## src/rtl/seg7_pkg.sv

```systemverilog
// Shared types and the hex font for the 7-segment scan scheduler.
// Font bits are ordered {a,b,c,d,e,f,g}; the dot is appended by the user of the font.
package seg7_pkg;

    typedef logic [7:0] seg7_t;

    localparam logic [6:0] SEG7_FONT [16] = '{
        7'h7E, 7'h30, 7'h6D, 7'h79,
        7'h33, 7'h5B, 7'h5F, 7'h70,
        7'h7F, 7'h7B, 7'h77, 7'h1F,
        7'h4E, 7'h3D, 7'h4F, 7'h47
    };

    function automatic logic [6:0] seg7_font(input logic [3:0] nib);
        return SEG7_FONT[nib];
    endfunction

endpackage

```

## src/rtl/seg7_scan_timer.sv

```systemverilog
// Dwell counter and round-robin digit index for the scan scheduler.
// slot_tick marks the last cycle of a slot; frame_tick marks the last cycle of a frame.
module seg7_scan_timer #(
    parameter  int period  = 4,
    parameter  int w_digit = 4,
    localparam int CNT_W   = (period > 1) ? $clog2(period) : 1,
    localparam int IDX_W   = (w_digit > 1) ? $clog2(w_digit) : 1
) (
    input  logic             clk,
    input  logic             rst,
    output logic [IDX_W-1:0] idx,
    output logic             slot_tick,
    output logic             frame_tick
);

    logic [CNT_W-1:0] cnt;

    always_comb begin
        slot_tick  = (cnt == CNT_W'(period - 1));
        frame_tick = slot_tick && (idx == IDX_W'(w_digit - 1));
    end

    always_ff @(posedge clk) begin
        if (rst) begin
            cnt <= '0;
            idx <= '0;
        end else if (slot_tick) begin
            cnt <= '0;
            idx <= (idx == IDX_W'(w_digit - 1)) ? '0 : idx + IDX_W'(1);
        end else begin
            cnt <= cnt + CNT_W'(1);
        end
    end

endmodule

```

## src/rtl/seg7_scan_scheduler.sv

```systemverilog
// Time-multiplexed 7-segment scanner with a one-deep pending slot committed at frame boundaries.
// Optional leading-zero blanking is enabled by defining SEG7_LEADING_ZERO_BLANK_EN.
module seg7_scan_scheduler
    import seg7_pkg::*;
#(
    parameter int clk_mhz  = 50,
    parameter int w_digit  = 6,
    parameter int digit_hz = 1000
) (
    input  logic                 clk,
    input  logic                 rst,
    input  logic                 in_valid,
    output logic                 in_ready,
    input  logic [4*w_digit-1:0] in_number,
    input  logic [w_digit-1:0]   in_dots,
    output seg7_t                abcdefgh,
    output logic [w_digit-1:0]   digit
);

    localparam int P     = clk_mhz * 1_000_000 / digit_hz;
    localparam int IDX_W = (w_digit > 1) ? $clog2(w_digit) : 1;

    if (P < 2) begin : g_bad_period
        $error("seg7_scan_scheduler: dwell period must be at least 2 cycles");
    end

    logic [IDX_W-1:0]     idx;
    logic                 slot_tick;
    logic                 frame_tick;

    logic [4*w_digit-1:0] pend_number;
    logic [w_digit-1:0]   pend_dots;
    logic                 pend_full;
    logic [4*w_digit-1:0] disp_number;
    logic [w_digit-1:0]   disp_dots;

    logic                 accept;
    logic                 commit;
    logic [w_digit-1:0]   lit;
    logic [w_digit-1:0]   digit_nx;
    seg7_t                seg_nx;

    seg7_scan_timer #(
        .period  (P),
        .w_digit (w_digit)
    ) u_timer (
        .clk        (clk),
        .rst        (rst),
        .idx        (idx),
        .slot_tick  (slot_tick),
        .frame_tick (frame_tick)
    );

    // Handshake: valid/ready transfer when both high. A full pending slot
    // holds ready low until the frame boundary moves it into the display.
    assign in_ready = !pend_full;
    assign accept   = in_valid && in_ready;
    assign commit   = slot_tick && frame_tick && pend_full;

    always_ff @(posedge clk) begin
        if (rst) begin
            pend_number <= '0;
            pend_dots   <= '0;
            pend_full   <= 1'b0;
            disp_number <= '0;
            disp_dots   <= '0;
        end else if (commit) begin
            disp_number <= pend_number;
            disp_dots   <= pend_dots;
            pend_full   <= 1'b0;
        end else if (accept) begin
            pend_number <= in_number;
            pend_dots   <= in_dots;
            pend_full   <= 1'b1;
        end
    end

`ifdef SEG7_LEADING_ZERO_BLANK_EN
    // A digit goes dark only when it and everything above it is an undotted zero.
    always_comb begin
        logic zero_above;
        zero_above = 1'b1;
        lit        = '1;
        for (int i = w_digit - 1; i >= 1; i--) begin
            zero_above = zero_above && (disp_number[4*i +: 4] == 4'h0) && !disp_dots[i];
            lit[i]     = !zero_above;
        end
    end
`else
    assign lit = '1;
`endif

    always_comb begin
        digit_nx = '0;
        seg_nx   = '0;
        for (int i = 0; i < w_digit; i++) begin
            if (idx == IDX_W'(i) && lit[i]) begin
                digit_nx[i] = 1'b1;
                seg_nx      = {seg7_font(disp_number[4*i +: 4]), disp_dots[i]};
            end
        end
    end

    always_ff @(posedge clk) begin
        if (rst) begin
            digit    <= '0;
            abcdefgh <= '0;
        end else begin
            digit    <= digit_nx;
            abcdefgh <= seg_nx;
        end
    end

endmodule

```

## config.mk

```make
export PLATFORM = sky130hd
export DESIGN_NAME = seg7_scan_scheduler
export DESIGN_NICKNAME = d
export VERILOG_FILES = /design/src/rtl/seg7_pkg.sv /design/src/rtl/seg7_scan_timer.sv /design/src/rtl/seg7_scan_scheduler.sv
export SDC_FILE = /design/constraint.sdc
export NUM_CORES = 1
export LEC_CHECK = 0
export ABC_AREA = 0
export CAP_MARGIN = 20
export CELL_PAD_IN_SITES_DETAIL_PLACEMENT = 1
export CELL_PAD_IN_SITES_GLOBAL_PLACEMENT = 2
export CORE_MARGIN = 1.5
export CORE_UTILIZATION = 35
export CTS_CLUSTER_DIAMETER = 40
export DETAILED_ROUTE_END_ITERATION = 7
export PLACE_DENSITY_LB_ADDON = 0.1
export SLEW_MARGIN = 20
export SYNTH_ARGS = -nofsm -noshare
export SYNTH_HDL_FRONTEND = slang
export SYNTH_SLANG_ARGS = --single-unit
```

## constraint.sdc

```tcl
create_clock -name clk -period 2.6 [get_ports clk]
set_input_delay 0.39 -clock clk [delete_from_list [all_inputs] [get_ports clk]]
set_output_delay 0.39 -clock clk [all_outputs]
set_load 0.03 [all_outputs]
```

==> metrics list, run 1 <==
- Biggest cell delay along the critical path: between 0.5 and 0.6 ns
- Along the worst path, the maximum fanout reaches 23.
- After the flow finishes, the layout carries non-filler instances totaling 882.
- Cell type with the largest total area after synthesis: sky130_fd_sc_hd__dfxtp_1
* FF-to-FF End: disp_dots[3]
- Peak Freq: 452.3 MHz
- Predominant post-synthesis flop cell: sky130_fd_sc_hd__dfxtp_1
* Clock skew after layout: 0.008595 ns
- Placed Cells incl. Taps: 867
- Wire length of the first global-routing pass: 23940 um
- In this run the most critical hold path is launched from rst.
- Fraction of met3 tracks used by global routing: 0.02387
* Number of detailed-routing iterations run before antenna repair: 4
- Count of nets left with antenna violations after detail routing: 0
- In this run the most used layer during global routing was met2.
- Max-slew violation count: 0
* Post-synth EDFFs: 0
- Async set-reset flop share out of synthesis: 0
- Aggregate global routing overflow: 0
* Largest cells by area after synthesis: sky130_fd_sc_hd__dfxtp_1 35%, sky130_fd_sc_hd__ha_1 9.9%, sky130_fd_sc_hd__nand2_1 8.1%
- CTS clock-pin slew for the worst setup and hold paths: 0.07 ns
* Count of vias placed by the detailed router: 4546
* Vias in the first global route: about 4600
* Number of top-level pins: between 40 and 50
- Number of standard cells after synthesis: 660
* Die span in y: 127.4 um
* Final Worst Setup Slack: 0.3890 ns
- Entering global routing, the biggest net connects 31 pins.
- In this run the horizontal extent of the chip is 127.4 um.
- CTS Root Buffer Type: sky130_fd_sc_hd__clkbuf_16
- Aggregate negative setup slack: 0 ns
* Global routing usage summed across all routing layers: 0.1856
- Period Utilization, post-route: 0.8504
- Relative slew slack: 0.6443
- Dividing total power by cell area gives a power density of 477.0 nW/um^2.
- Die Footprint: 16240 sq um
* Average routed wire per standard cell: 16.30 um
* DRC violations left: 0
- In the post-synthesis netlist, the cell with the most instances is sky130_fd_sc_hd__nand2_1.
- The worst hold path terminates at digit[3].
- Area growth from synthesis to final layout: 16.51%
* M1 GR Usage: 0.2493
* Weighted congestion reported at the end of routability-driven placement: approximately 0.76
- Gates resized, CTS repair: 0
- The average instance in the mapped netlist occupies about 8 sq um.
- R2R Setup Slk: 0.39 ns
* Filler cells: approximately 1800
- The number of antenna diodes in the final layout is 0.
* Met2 Resource Use GR: 0.3017
- Subtracting the final worst setup slack from the clock period gives 2.211 ns.
- TritonCTS built the clock tree.
- Startpoint class of the critical path: register
- Clock buffer depth: 2
- CP max-delay cell: sky130_fd_sc_hd__or4_4
- At the end of the flow, the number of nets in the layout was 766.
- The Yosys step of the flow raised 0 warnings.
- Depth of the worst register-to-register path: 6
* Worst Tran Pin Value: 0.5200 ns
- Type of the worst min-delay path: input port to register
- Fraction of layout cells with a size suffix above 1: 0.1470
- Initial standard-cell utilization of the core: 0.3579
- Maximum Capacitance Violations: 0
- The share of the Yosys chip area taken by registers is 0.3472.
- After floorplanning, the core was sized to cover ~15000 sq um.
* Hold Worst Slack: 0.4073 ns
- The multi-input combinational cells in the finished layout cover a total of 3196 sq um.
- Data arrives at the worst endpoint at 2.50 ns.
- Summing all flip-flop and latch instances after layout gives around 1900 sq um.
- Peak supply drop: 0.3070 mV
- The completed layout was analyzed and its total power is 0.003012 W.
- Detailed Route Iter0 Violations: 185
- Synthesized net count: 736
- The floorplan has 45 rows.
- The number of clock buffers added by TritonCTS is 9.
- The startpoint identified for the worst register-to-register timing path is u_timer.cnt[5].
* Total of hold buffers inserted after clock tree synthesis: 0
- Number of antenna violations at the first check in global routing: 0
* Count of distinct cell types in the synthesized netlist: 59
- Run status: finished, final reports clean
* Total setup violations reported at the end of the flow: 0
- Number of cells on the worst hold path: 2
- Required time of the worst setup path: 2.89 ns
- Walking the worst path, the cells encountered are or4_4, nor4_4, and3_1, buf_4, nand2_2, a21oi_2.
- The worst setup path is of the register to register kind.
- Setup repair after global routing left no endpoint under its margin.
- Minimum setup slack after placement: approximately 0.38 ns
* Final HPWL from detailed placement: around 11000 um
* Via-to-Cell Ratio: 5.154
- Leak pwr: 2.190 nW
- Synthesis inferred 94 register bits.
* Final Routed Wirelength: 14380 um
- The later pin in the worst-skew pair is clocked with a latency of 0.35 ns.
- Cell Area, Synth: 5420 sq um
- CTS built an H-tree with a depth of 3.
- Setup Buffers After CTS: 0
- Counting instances in the post-synthesis netlist gives the leading cell types as 117 x sky130_fd_sc_hd__nand2_1, 94 x sky130_fd_sc_hd__dfxtp_1, 45 x sky130_fd_sc_hd__nor2_1.
- Kind of capture point of the worst setup path: register
- CTS saw 94 sinks.
- Port buffering added 47 buffers.
* Fin. Hold Viols: 0
* Area fraction of the dominant cell type after synthesis: 0.3472
[cell type report]
| class | count | share of cell area |
|---|---|---|
| flip-flops and latches | 94 | 0.2980 |
| repair buffers | 64 | 0.09431 |
| multi-input cells | 490 | 0.5060 |
| clock inverters | 4 | 0.009114 |
| clock buffers | 11 | 0.03685 |
| inverters | 31 | 0.01843 |
| well taps | 188 | 0.03725 |
[metrics by stage]
stage	utilization	instance area, sq um
finish	0.4169	6315
global route	0.4169	6315
CTS	0.4169	6315
detailed placement	0.3978	6025
global placement	0.3978	6025
floorplan	-	5420
[kinds of logic (layout without fill, tap and decap cells)]
group | count (synthesis) | after routing | share of synthesized area
buffers and inverters | 76 | 110 | 0.06371
muxes | 17 | 17 | 0.04132
AOI/OAI and AO/OA | 146 | 146 | 0.1884
adders and majority gates | 43 | 43 | 0.09926
xor gates and xnor gates | 15 | 15 | 0.02424
and+or+nand+nor | 269 | 269 | 0.2359
DFF | 94 | 94 | 0.3472
[state kept, by name, indices dropped and copies added (netlist names)]
name / cells
abcdefgh: 8
digit: 6
disp_dots: 6
disp_number: 24
pend_dots: 6
pend_full: 1
pend_number: 24
u_timer.cnt: 16
u_timer.idx: 3
[report_power, final]
group	switching, W	total [W]	internal (W)	leakage [nW]
clock	0.000577	0.00133	0.000750	0.138
sequential	0.0000268	0.00150	0.00148	0.765
combinational	0.0000962	0.000181	0.0000853	1.29
[cells in the final DEF (no fill, tap or decap), types with 3 or more instances in the layout]
master	n
sky130_fd_sc_hd__a21oi_2	29
sky130_fd_sc_hd__a21oi_1	42
sky130_fd_sc_hd__a211oi_1	14
sky130_fd_sc_hd__inv_1	31
sky130_fd_sc_hd__nor3_1	15
sky130_fd_sc_hd__clkbuf_16	9
sky130_fd_sc_hd__or3_1	3
sky130_fd_sc_hd__a31oi_1	8
sky130_fd_sc_hd__dfxtp_1	94
sky130_fd_sc_hd__o32ai_1	4
sky130_fd_sc_hd__mux2_2	3
sky130_fd_sc_hd__nand2b_1	16
sky130_fd_sc_hd__ha_1	43
sky130_fd_sc_hd__clkdlybuf4s50_1	46
sky130_fd_sc_hd__and3_1	5
sky130_fd_sc_hd__buf_4	18
sky130_fd_sc_hd__a22oi_1	3
sky130_fd_sc_hd__nor2b_1	12
sky130_fd_sc_hd__mux2i_1	10
sky130_fd_sc_hd__xor2_1	7
sky130_fd_sc_hd__xnor2_1	8
sky130_fd_sc_hd__a221oi_1	3
sky130_fd_sc_hd__mux4_2	4
sky130_fd_sc_hd__o21ai_0	14
sky130_fd_sc_hd__nor2_1	45
sky130_fd_sc_hd__nand2_1	117
sky130_fd_sc_hd__nand2_2	29
sky130_fd_sc_hd__nand3_1	11
sky130_fd_sc_hd__o31ai_1	3
[routing by layer]
metal / vias to the layer above / part of all wire
li1: 2292 / -
met1: 2173 / 0.50
met2: 62 / 0.45
met3: 19 / 0.022
met4: 0 / 0.023
met5: - / 0
[worst max-delay path, delay by kind of cell (launching register included)]
kind / cells / cell delay (ns)
flip-flops: 1 / 0.35
AO/OA/AOI/OAI: 1 / 0.11
buffers and inverters: 1 / 0.37
AND/OR/NAND/NOR: 4 / 1.31
[how the worst max path moves through the flow]
stage | end | slack, ns | start | depth (start not counted)
after floorplan | abcdefgh[6] | 0.37 | u_timer.idx[0] | 10
after global placement | disp_number[4] | 0.43 | u_timer.cnt[5] | 6
after detailed placement | disp_dots[2] | 0.38 | u_timer.cnt[5] | 6
after CTS | disp_dots[2] | 0.36 | u_timer.cnt[5] | 6
after global routing | disp_dots[3] | 0.25 | u_timer.cnt[5] | 6
final | disp_dots[3] | 0.39 | u_timer.cnt[5] | 6
No activity file was read; power rests on OpenSTA's default activity.
==> run 2: changes to the inputs <==
SLEW_MARGIN = unset   (was 20)
==> results of run 2 <==
Final layout, timing and power as in run 1 (identical DEF).
==> run 3: changes to the inputs <==
CTS_CLUSTER_SIZE = 16   (was unset)
==> results of run 3 <==
Final layout, timing and power as in run 1 (identical DEF).
